`src/rtl/alu_sched_pkg.sv`:
```
// Shared types and constants for the two-requester ALU scheduler.
package alu_sched_pkg;

  localparam int unsigned DataW = 4;
  localparam int unsigned OpW   = 3;

  typedef enum logic [1:0] {
    StIdle,
    StExec,
    StResp
  } state_e;

  localparam logic [OpW-1:0] OpAnd  = 3'b000;
  localparam logic [OpW-1:0] OpOr   = 3'b001;
  localparam logic [OpW-1:0] OpAdd  = 3'b010;
  localparam logic [OpW-1:0] OpEq   = 3'b011;
  localparam logic [OpW-1:0] OpAndn = 3'b100;
  localparam logic [OpW-1:0] OpOrn  = 3'b101;
  localparam logic [OpW-1:0] OpSub  = 3'b110;
  localparam logic [OpW-1:0] OpGt   = 3'b111;

endpackage

```
`src/rtl/alu_sched_if.sv`:
```
// Request/response bundle between the requesters, the result consumer and alu_sched.
interface alu_sched_if
  import alu_sched_pkg::*;
();

  logic [1:0]       req_valid;
  logic [1:0]       req_ready;
  logic [OpW-1:0]   req0_op;
  logic [OpW-1:0]   req1_op;
  logic [DataW-1:0] req0_a;
  logic [DataW-1:0] req0_b;
  logic [DataW-1:0] req1_a;
  logic [DataW-1:0] req1_b;
  logic             res_valid;
  logic             res_ready;
  logic             res_id;
  logic [DataW-1:0] res_y;

  modport master (
    output req_valid, req0_op, req1_op, req0_a, req0_b, req1_a, req1_b, res_ready,
    input  req_ready, res_valid, res_id, res_y
  );

  modport slave (
    input  req_valid, req0_op, req1_op, req0_a, req0_b, req1_a, req1_b, res_ready,
    output req_ready, res_valid, res_id, res_y
  );

endinterface

```
`src/rtl/rr_arb2.sv`:
```
// Two-way round-robin arbiter; ptr_i names the requester that wins a tie.
module rr_arb2 (
  input  logic [1:0] valid_i,
  input  logic       enable_i,
  input  logic       ptr_i,
  output logic [1:0] grant_o,
  output logic       win_id_o
);

  always_comb begin
    win_id_o = 1'b0;
    case (valid_i)
      2'b10:   win_id_o = 1'b1;
      2'b11:   win_id_o = ptr_i;
      default: win_id_o = 1'b0;
    endcase
    grant_o = 2'b00;
    if (enable_i && (|valid_i)) begin
      grant_o = win_id_o ? 2'b10 : 2'b01;
    end
  end

endmodule

```
`src/rtl/src.sv`:
```
// Shared 4-bit ALU, 3-bit opcode; purely combinational, no carry/overflow output.
module src
  import alu_sched_pkg::*;
(
  input  logic [DataW-1:0] a_i,
  input  logic [DataW-1:0] b_i,
  input  logic [OpW-1:0]   f_i,
  output logic [DataW-1:0] y_o
);

  always_comb begin
    y_o = '0;
    case (f_i)
      OpAnd:   y_o = a_i & b_i;
      OpOr:    y_o = a_i | b_i;
      OpAdd:   y_o = a_i + b_i;
      OpEq:    y_o = {{(DataW-1){1'b0}}, a_i == b_i};
      OpAndn:  y_o = a_i & ~b_i;
      OpOrn:   y_o = a_i | ~b_i;
      OpSub:   y_o = a_i - b_i;
      OpGt:    y_o = {{(DataW-1){1'b0}}, a_i > b_i};
      default: y_o = '0;
    endcase
  end

endmodule

```
`src/rtl/alu_sched.sv`:
```
// Round-robin scheduler serialising two requesters onto one ALU (IDLE -> EXEC -> RESP).
// Define ALU_SCHED_STATS_EN to build the saturating per-requester grant counters.
module alu_sched
  import alu_sched_pkg::*;
#(
  parameter int unsigned CNT_W = 8
) (
  input  logic             clk,
  input  logic             rst,
  alu_sched_if.slave       bus,
  output logic             busy,
  output logic [CNT_W-1:0] gnt_cnt0,
  output logic [CNT_W-1:0] gnt_cnt1
);

  state_e           state_q, state_d;
  logic             ptr_q, ptr_d;
  logic             id_q, id_d;
  logic [OpW-1:0]   op_q, op_d;
  logic [DataW-1:0] a_q, a_d, b_q, b_d, y_q, y_d;
  logic [1:0]       grant;
  logic             win_id;
  logic             arb_en;
  logic [DataW-1:0] alu_y;

  // Gating with rst keeps req_ready at its reset value while reset is held.
  assign arb_en = (state_q == StIdle) && !rst;

  rr_arb2 u_arb (
    .valid_i  (bus.req_valid),
    .enable_i (arb_en),
    .ptr_i    (ptr_q),
    .grant_o  (grant),
    .win_id_o (win_id)
  );

  src u_alu (
    .a_i (a_q),
    .b_i (b_q),
    .f_i (op_q),
    .y_o (alu_y)
  );

  always_comb begin
    state_d = state_q;
    ptr_d   = ptr_q;
    id_d    = id_q;
    op_d    = op_q;
    a_d     = a_q;
    b_d     = b_q;
    y_d     = y_q;
    case (state_q)
      StIdle: begin
        if (|grant) begin
          id_d    = win_id;
          op_d    = win_id ? bus.req1_op : bus.req0_op;
          a_d     = win_id ? bus.req1_a  : bus.req0_a;
          b_d     = win_id ? bus.req1_b  : bus.req0_b;
          ptr_d   = ~win_id;
          state_d = StExec;
        end
      end
      StExec: begin
        y_d     = alu_y;
        state_d = StResp;
      end
      StResp: begin
        if (bus.res_ready) state_d = StIdle;
      end
      default: state_d = StIdle;
    endcase
  end

  always_ff @(posedge clk or posedge rst) begin
    if (rst) begin
      state_q <= StIdle;
      ptr_q   <= 1'b0;
      id_q    <= 1'b0;
      op_q    <= '0;
      a_q     <= '0;
      b_q     <= '0;
      y_q     <= '0;
    end else begin
      state_q <= state_d;
      ptr_q   <= ptr_d;
      id_q    <= id_d;
      op_q    <= op_d;
      a_q     <= a_d;
      b_q     <= b_d;
      y_q     <= y_d;
    end
  end

  assign bus.req_ready = grant;
  assign bus.res_valid = (state_q == StResp);
  assign bus.res_id    = id_q;
  assign bus.res_y     = y_q;
  assign busy          = (state_q != StIdle);

`ifdef ALU_SCHED_STATS_EN
  logic [CNT_W-1:0] cnt0_q, cnt1_q;

  always_ff @(posedge clk or posedge rst) begin
    if (rst) begin
      cnt0_q <= '0;
      cnt1_q <= '0;
    end else begin
      if (grant[0] && (cnt0_q != '1)) cnt0_q <= cnt0_q + 1'b1;
      if (grant[1] && (cnt1_q != '1)) cnt1_q <= cnt1_q + 1'b1;
    end
  end

  assign gnt_cnt0 = cnt0_q;
  assign gnt_cnt1 = cnt1_q;
`else
  assign gnt_cnt0 = '0;
  assign gnt_cnt1 = '0;
`endif

endmodule

```
`src/flat_wrapper.sv`:
```
// flat-port wrapper written by rule: the top's interface ports become plain ports
module alu_sched_flat import alu_sched_pkg::*;
#(
  parameter int unsigned CNT_W = 8
)
  (clk, rst, busy, gnt_cnt0, gnt_cnt1, bus_req_valid, bus_req0_op, bus_req1_op, bus_req0_a, bus_req0_b, bus_req1_a, bus_req1_b, bus_res_ready, bus_req_ready, bus_res_valid, bus_res_id, bus_res_y);
  alu_sched_if bus_i ();
  input  logic clk;
  input  logic rst;
  output logic busy;
  output logic [CNT_W-1:0] gnt_cnt0;
  output logic [CNT_W-1:0] gnt_cnt1;
  input wire logic [$bits(bus_i.req_valid)-1:0] bus_req_valid;
  input wire logic [$bits(bus_i.req0_op)-1:0] bus_req0_op;
  input wire logic [$bits(bus_i.req1_op)-1:0] bus_req1_op;
  input wire logic [$bits(bus_i.req0_a)-1:0] bus_req0_a;
  input wire logic [$bits(bus_i.req0_b)-1:0] bus_req0_b;
  input wire logic [$bits(bus_i.req1_a)-1:0] bus_req1_a;
  input wire logic [$bits(bus_i.req1_b)-1:0] bus_req1_b;
  input wire logic [$bits(bus_i.res_ready)-1:0] bus_res_ready;
  output wire logic [$bits(bus_i.req_ready)-1:0] bus_req_ready;
  output wire logic [$bits(bus_i.res_valid)-1:0] bus_res_valid;
  output wire logic [$bits(bus_i.res_id)-1:0] bus_res_id;
  output wire logic [$bits(bus_i.res_y)-1:0] bus_res_y;
  assign bus_i.req_valid = bus_req_valid;
  assign bus_i.req0_op = bus_req0_op;
  assign bus_i.req1_op = bus_req1_op;
  assign bus_i.req0_a = bus_req0_a;
  assign bus_i.req0_b = bus_req0_b;
  assign bus_i.req1_a = bus_req1_a;
  assign bus_i.req1_b = bus_req1_b;
  assign bus_i.res_ready = bus_res_ready;
  assign bus_req_ready = bus_i.req_ready;
  assign bus_res_valid = bus_i.res_valid;
  assign bus_res_id = bus_i.res_id;
  assign bus_res_y = bus_i.res_y;
  alu_sched #(.CNT_W(CNT_W)) u_core (.clk(clk), .rst(rst), .bus(bus_i), .busy(busy), .gnt_cnt0(gnt_cnt0), .gnt_cnt1(gnt_cnt1));
endmodule
```
`config.mk`:
```
export PLATFORM = sky130hd
export DESIGN_NAME = alu_sched_flat
export DESIGN_NICKNAME = d
export VERILOG_FILES = /design/src/rtl/alu_sched_pkg.sv /design/src/rtl/alu_sched_if.sv /design/src/rtl/rr_arb2.sv /design/src/rtl/src.sv /design/src/rtl/alu_sched.sv /design/src/flat_wrapper.sv
export SDC_FILE = /design/constraint.sdc
export NUM_CORES = 1
export LEC_CHECK = 0
export BUFFER_PORTS_ARGS = -buffer_cell sky130_fd_sc_hd__buf_4
export CAP_MARGIN = 20
export CORE_AREA = 2 2 56 58
export CTS_BUF_LIST = sky130_fd_sc_hd__clkbuf_16
export DETAILED_ROUTE_END_ITERATION = 10
export DIE_AREA = 0 0 58 60
export GPL_TIMING_DRIVEN = 0
export HOLD_SLACK_MARGIN = 0.02
export PLACE_DENSITY = 0.79
export SYNTH_ARGS = -nofsm -noshare
export SYNTH_HDL_FRONTEND = slang
export SYNTH_SLANG_ARGS = --single-unit
```
`constraint.sdc`:
```
create_clock -name clk -period 5 [get_ports clk]
set_input_delay 1 -clock clk [delete_from_list [all_inputs] [get_ports clk]]
set_output_delay 1 -clock clk [all_outputs]
set_load 0.005 [all_outputs]
```
==> results of run 1 <==
[registers in the layout, summed over array words and instances (netlist names)]
signal,flops
u_core.bus.res_id,1
u_core.b_q,4
u_core.ptr_q,1
u_core.state_q,2
u_core.bus.res_y,4
u_core.op_q,3
u_core.a_q,4
[through the flow]
step	util	total power (µW)	instance area, µm²	worst slack, ps
after global routing	0.619	1070	1800	2030
final	0.619	988	1800	2080
after floorplan	-	669	1410	2410
after CTS	0.619	993	1800	2080
after detailed placement	0.592	824	1720	2070
after global placement	0.592	796	1720	2090
[worst paths after layout]
kind,startpoint,endpoint,slack [ps],cells after the start
worst max-delay path,rst,bus_req_ready[0],2080,6
worst min-delay path,u_core.ptr_q,u_core.ptr_q,490,1
worst max register to register,u_core.a_q[0],u_core.bus.res_y[2],3260,8
worst min register to register,u_core.ptr_q,u_core.ptr_q,490,1
max in group asynchronous,rst,u_core.bus.res_id,3660,2
min in group asynchronous,rst,u_core.state_q[0],890,2
[report_power, final]
part           switching [µW]  leakage [µW]  internal [µW]
logic                     275      0.000711            266
registers                68.7      0.000236            220
clock network            52.6     0.0000423            106
[critical path, cell delays in order]
cell	delay, ps
buf_4	120
nor3_2	150
o21ai_2	140
a21oi_2	190
buf_4	200
buf_4	120
[cell families after synthesis]
kind of cell,count (synthesis),share of synthesized area
buffers and inverters,46,0.187
other,1,0.00276
adders and majority gates,9,0.0940
muxes,3,0.0230
and+or+nand+nor,26,0.0940
xor gates and xnor gates,5,0.0323
DFF,19,0.350
AOI/OAI and AO/OA,39,0.217
[layer usage]
layer	track usage	vias to the layer above
met3	0.0346	2
met4	0.0698	0
met5	0	-
li1	-	581
met1	0.216	542
met2	0.313	48
[cell type report]
cell class / count / area, µm² / area share
plain buffers: 23 / 168 / 0.0933
multi-input cells: 98 / 684 / 0.381
inverters: 23 / 86.3 / 0.0481
repair buffers: 35 / 263 / 0.146
well taps: 33 / 41.3 / 0.0230
flip-flops and latches: 19 / 475 / 0.265
clock buffers: 3 / 75.1 / 0.0418
clock inverters: 1 / 3.75 / 0.00209
[cell usage in the layout, fill, tap and decap left out]
master / Yosys / routed
buf_4: 17 / 52
inv_1: 23 / 24
dfrtp_1: 19 / 19
conb_1: 1 / 16
a222oi_1: 11 / 11
nand2_1: 10 / 10
a21oi_1: 7 / 7
ha_1: 7 / 7
o21ai_0: 6 / 6
nor2_1: 5 / 5
xor2_1: 4 / 4
nand2b_1: 3 / 3
a21o_1: 3 / 3
clkbuf_16: 0 / 3
clkbuf_1: 2 / 2
buf_6: 2 / 2
mux2i_1: 2 / 2
buf_2: 2 / 2
nor2b_1: 2 / 2
a211oi_1: 2 / 2
o21a_1: 2 / 2
fa_1: 2 / 2
xnor2_1: 1 / 1
a31oi_1: 1 / 1
nor3_2: 1 / 1
o21ai_2: 1 / 1
a21oi_2: 1 / 1
and3_1: 1 / 1
or2_2: 1 / 1
a22oi_1: 1 / 1
o21ai_1: 1 / 1
nor3_1: 1 / 1
o31a_1: 1 / 1
nand4_1: 1 / 1
or3_1: 1 / 1
mux2_2: 1 / 1
o31ai_2: 1 / 1
a31o_1: 1 / 1
==> run metrics, run 1 <==
status=completed; Least-Margin Pin Slew=roughly 710 ps; final hold slack=a little under 500 ps; Met2 Routed Length=approximately 1400 µm; Critical Path Sink Type=output port; max-slew violations=0; fill cell count=237; met1 WL=approximately 1200 µm; most common cell in the synthesized netlist=inv_1; ranking of synthesized cells by area=dfrtp_1 (35%), buf_4 (9.4%), a222oi_1 (8.1%); Ys Warns=0; part of the Yosys area used for sequential elements=0.350; Yosys reg bits=19; worst-path fanout max=10; DRC Markers=0; die footprint=around 3500 µm²; power density over cell area=550 nW/µm²; hold buffers post-CTS=0; TritonCTS clock tree=done; MaxCap Viol Count=0; drt first-iter violations=42; hpwl dp=around 2300 µm; fin crit share=0.584; Worst Path Required=about 4000 ps; Synth Instances=between 100 and 150; Arr. time, crit path=around 1900 ps; share of post-route cells with drive strength above 1=0.322; area fraction of the dominant cell type after synthesis=0.350; worst relative slew slack=0.529; maximum vdd drop=~0.36 mV; root buf cell=clkbuf_16; Tot GR Track Use=0.179; initial core utilization=0.468; Syn Area/Cell=around 9.2 µm²; largest net degree at the start of global routing=20; Routed Antenna Nets=0; row count=20; setup TNS=0 ps; via density per instance=approximately 5; Hold Crit Class=register to register; Core Region=~2900 µm²; commonest cells in the netlist=inv_1 (23), dfrtp_1 (19), buf_4 (17); CTS max path bufs=2; # diodes=0; metal3 WL=roughly 180 µm; Avg WL per Cell=roughly 12 µm; Cells after DPL=around 230; CTS sink count=19; Post-CTS Setup Bufs=0; clk_lat worst skew=250 ps; Die X=just under 60 µm; clk slew on worst S/H paths=around 50 ps; Yosys top cell by area=dfrtp_1; final setup fails=0; routability cong.=0.870; post-CTS resize count=0; number of port buffers=35; post-synthesis cell area=around 1400 µm²; dominant synthesized flop cell=dfrtp_1; final net count=between 200 and 250; vias in the first global route=about 1200; initial antenna violation count=0; first-pass GRT wire length=4850 µm; top routing layer in use=met4; I/O Pins=52; Congestion Overflow GR=0; drt total wl=between 2000 and 3000 µm; crit path time final=approximately 3000 ps; CTS H-tree depth=1; Area Growth Syn to Fin=32.3%; Setup CP Type=input port to output port; Vias=1173; achievable clock frequency=between 300 and 400 MHz; drt pass-1 iters=4; unrepaired setup endpoints after global routing=no; Post-synth EDFFs=0; non-filler cells, final=between 200 and 250; endpoints failing hold=0; Synth cell types=37; clock buffer count from CTS=3; Layout Skew=1.97 ps; die height=60 µm; leakage=roughly 0.001 µW; async set or reset register ratio after synthesis=1.00; CP Launch Type=input port
Power figures use the tool's default switching activity.
==> run 2: changes to the inputs <==
- ABC_AREA: not set -> 1
- CORE_AREA: 2 2 56 58 -> 2 2 61 63
- DIE_AREA: 0 0 58 60 -> 0 0 63 65
- PLACE_DENSITY: 0.79 -> 0.75
- clock period: 5 -> 2.41 ns (I/O delays scaled with it)
==> run 2 against run 1 <==
Cell count is 26% higher. Synthesized cell count is 31% higher. Die area is 18% higher. Largest cell class unchanged.
==> run metrics, run 2 <==
achievable clock frequency=between 400 and 500 MHz; power density over cell area=1070 nW/µm²; commonest cells in the netlist=nand2_1 (51), inv_1 (20), dfrtp_1 (19); Syn Area/Cell=approximately 7.6 µm²; routability cong.=0.852; fill cell count=340; Hold Crit Class=input port to async pin; dominant synthesized flop cell=dfrtp_1; Post-synth EDFFs=0; unrepaired setup endpoints after global routing=no; post-synthesis cell area=1480 µm²; I/O Pins=52; drt pass-1 iters=4; leakage=between 0.001 and 0.0015 µW; CTS H-tree depth=1; fin crit share=0.904; drt first-iter violations=33; post-place setup slack=-92.4 ps; sequential share of power=0.277; commonest non-fill, non-tap cells in the layout=buf_4 (52), nand2_1 (51), inv_1 (20), dfrtp_1 (19); number of port buffers=35; die footprint=between 4000 and 5000 µm²; final setup fails=0; area fraction of the dominant cell type after synthesis=0.321; fin worst setup slack=231 ps; most common cell in the synthesized netlist=nand2_1; Ys Warns=0; clk_lat worst skew=250 ps; clock buffer count from CTS=3; first-pass GRT wire length=5040 µm; Area Growth Syn to Fin=31.1%; # diodes=0; part of the Yosys area used for sequential elements=0.321; share of post-route cells with drive strength above 1=0.315; worst relative slew slack=0.661; ranking of synthesized cells by area=dfrtp_1 (32%), nand2_1 (13%), buf_4 (8.6%); root buf cell=clkbuf_16; drt total wl=3050 µm; endpoints failing hold=0; via density per instance=approximately 4.5; die height=65 µm; Setup CP Type=input port to output port; crit path time final=2180 ps; MaxCap Viol Count=0; Clock Power Share=0.162; max-slew violations=0; maximum vdd drop=between 0.4 and 0.5 mV; Worst Path Required=1930 ps; Congestion Overflow GR=0; Routed Antenna Nets=0; Avg WL per Cell=10.3 µm; row count=22; CTS max path bufs=2; Switching Share=0.426; Vias=around 1300; Synth cell types=26; CTS sink count=19; DRC Markers=0; status=completed; Core Region=roughly 3500 µm²; initial antenna violation count=0; Psw=~890 µW; Critical Path Sink Type=output port; TritonCTS clock tree=done; post-CTS resize count=1; Layout Utilization=0.556; most common cell after layout, fill and taps aside=buf_4; Int Power=1200 µW; setup TNS=0 ps; clk slew on worst S/H paths=50 ps; hpwl dp=2470 µm; Yosys reg bits=19; final net count=approximately 290; hold buffers post-CTS=0; Tot GR Track Use=0.156; Arr. time, crit path=1700 ps; final hold slack=243 ps; CP Launch Type=input port; power share of the combinational group=0.561; Yosys top cell by area=dfrtp_1; initial core utilization=0.424; vias in the first global route=between 1000 and 1500; Least-Margin Pin Slew=507 ps; worst-path fanout max=20; Post-CTS Setup Bufs=0; async set or reset register ratio after synthesis=1.00; largest net degree at the start of global routing=21; Die X=between 60 and 70 µm; Synth Instances=around 190; Layout Skew=roughly 2.6 ps
==> run 2: kinds of logic after synthesis <==
family / synth area share
compound gates: 0.142
xor+xnor: 0.0295
fa+ha+maj: 0.0861
buf+inv: 0.171
flops: 0.321
other cells: 0.00253
simple gates: 0.248
==> run 2: per-layer routing <==
| layer | vias up | GRT usage | routed length, µm |
|---|---|---|---|
| li1 | 696 | - | - |
| met1 | 595 | 0.188 | 1370 |
| met2 | 39 | 0.285 | 1500 |
| met3 | 4 | 0.0208 | 155 |
| met4 | 0 | 0.0528 | 22 |
| met5 | - | 0 | 0 |
==> run 2: final timing paths <==
path	start	endpoint	slack (ps)	cells past startpoint
worst max-delay path	rst	bus_req_ready[0]	230	8
worst min-delay path	rst	u_core.b_q[0]	240	2
worst max register to register	u_core.b_q[0]	u_core.bus.res_y[0]	620	10
worst min register to register	u_core.bus.res_id	u_core.bus.res_id	470	2
max in group asynchronous	rst	u_core.bus.res_y[1]	1900	2
min in group clk	bus_res_ready	u_core.state_q[1]	420	2
==> run 2: critical path, cell delays in order <==
cell and delay, ps:
buf_4 90, clkinvlp_4 360, nand3_1 260, nor2_2 70, inv_2 110, nor2_4 50
buf_6 140, buf_4 130
==> run 2: layout make-up <==
cell class | instances | area, µm² | share of cell area
repair buffers | 35 | 263 | 0.135
clock buffers | 3 | 75.1 | 0.0386
multi-input cells | 144 | 810 | 0.416
plain buffers | 21 | 160 | 0.0824
clock inverters | 1 | 3.75 | 0.00193
well taps | 48 | 60.1 | 0.0309
inverters | 25 | 97.6 | 0.0502
flip-flops and latches | 19 | 475 | 0.245
==> run 2: power groups by stage <==
stage,logic (µW),clock network (µW),registers (µW)
2_1_floorplan,873,0,559
3_3_place_gp,1140,0,579
3_5_place_dp,1160,0,586
4_1_cts,1170,343,582
5_1_grt,1330,357,604
6_report,1170,338,578
==> run 2: metrics by stage <==
| stage | area (µm²) | power (µW) | std cells |
|---|---|---|---|
| 6_report | 1940 | 2090 | 296 |
| 5_1_grt | 1940 | 2290 | 296 |
| 4_1_cts | 1940 | 2100 | 296 |
| 3_5_place_dp | 1860 | 1750 | 292 |
| 3_3_place_gp | 1860 | 1720 | 292 |
| 2_1_floorplan | 1540 | 1430 | 209 |
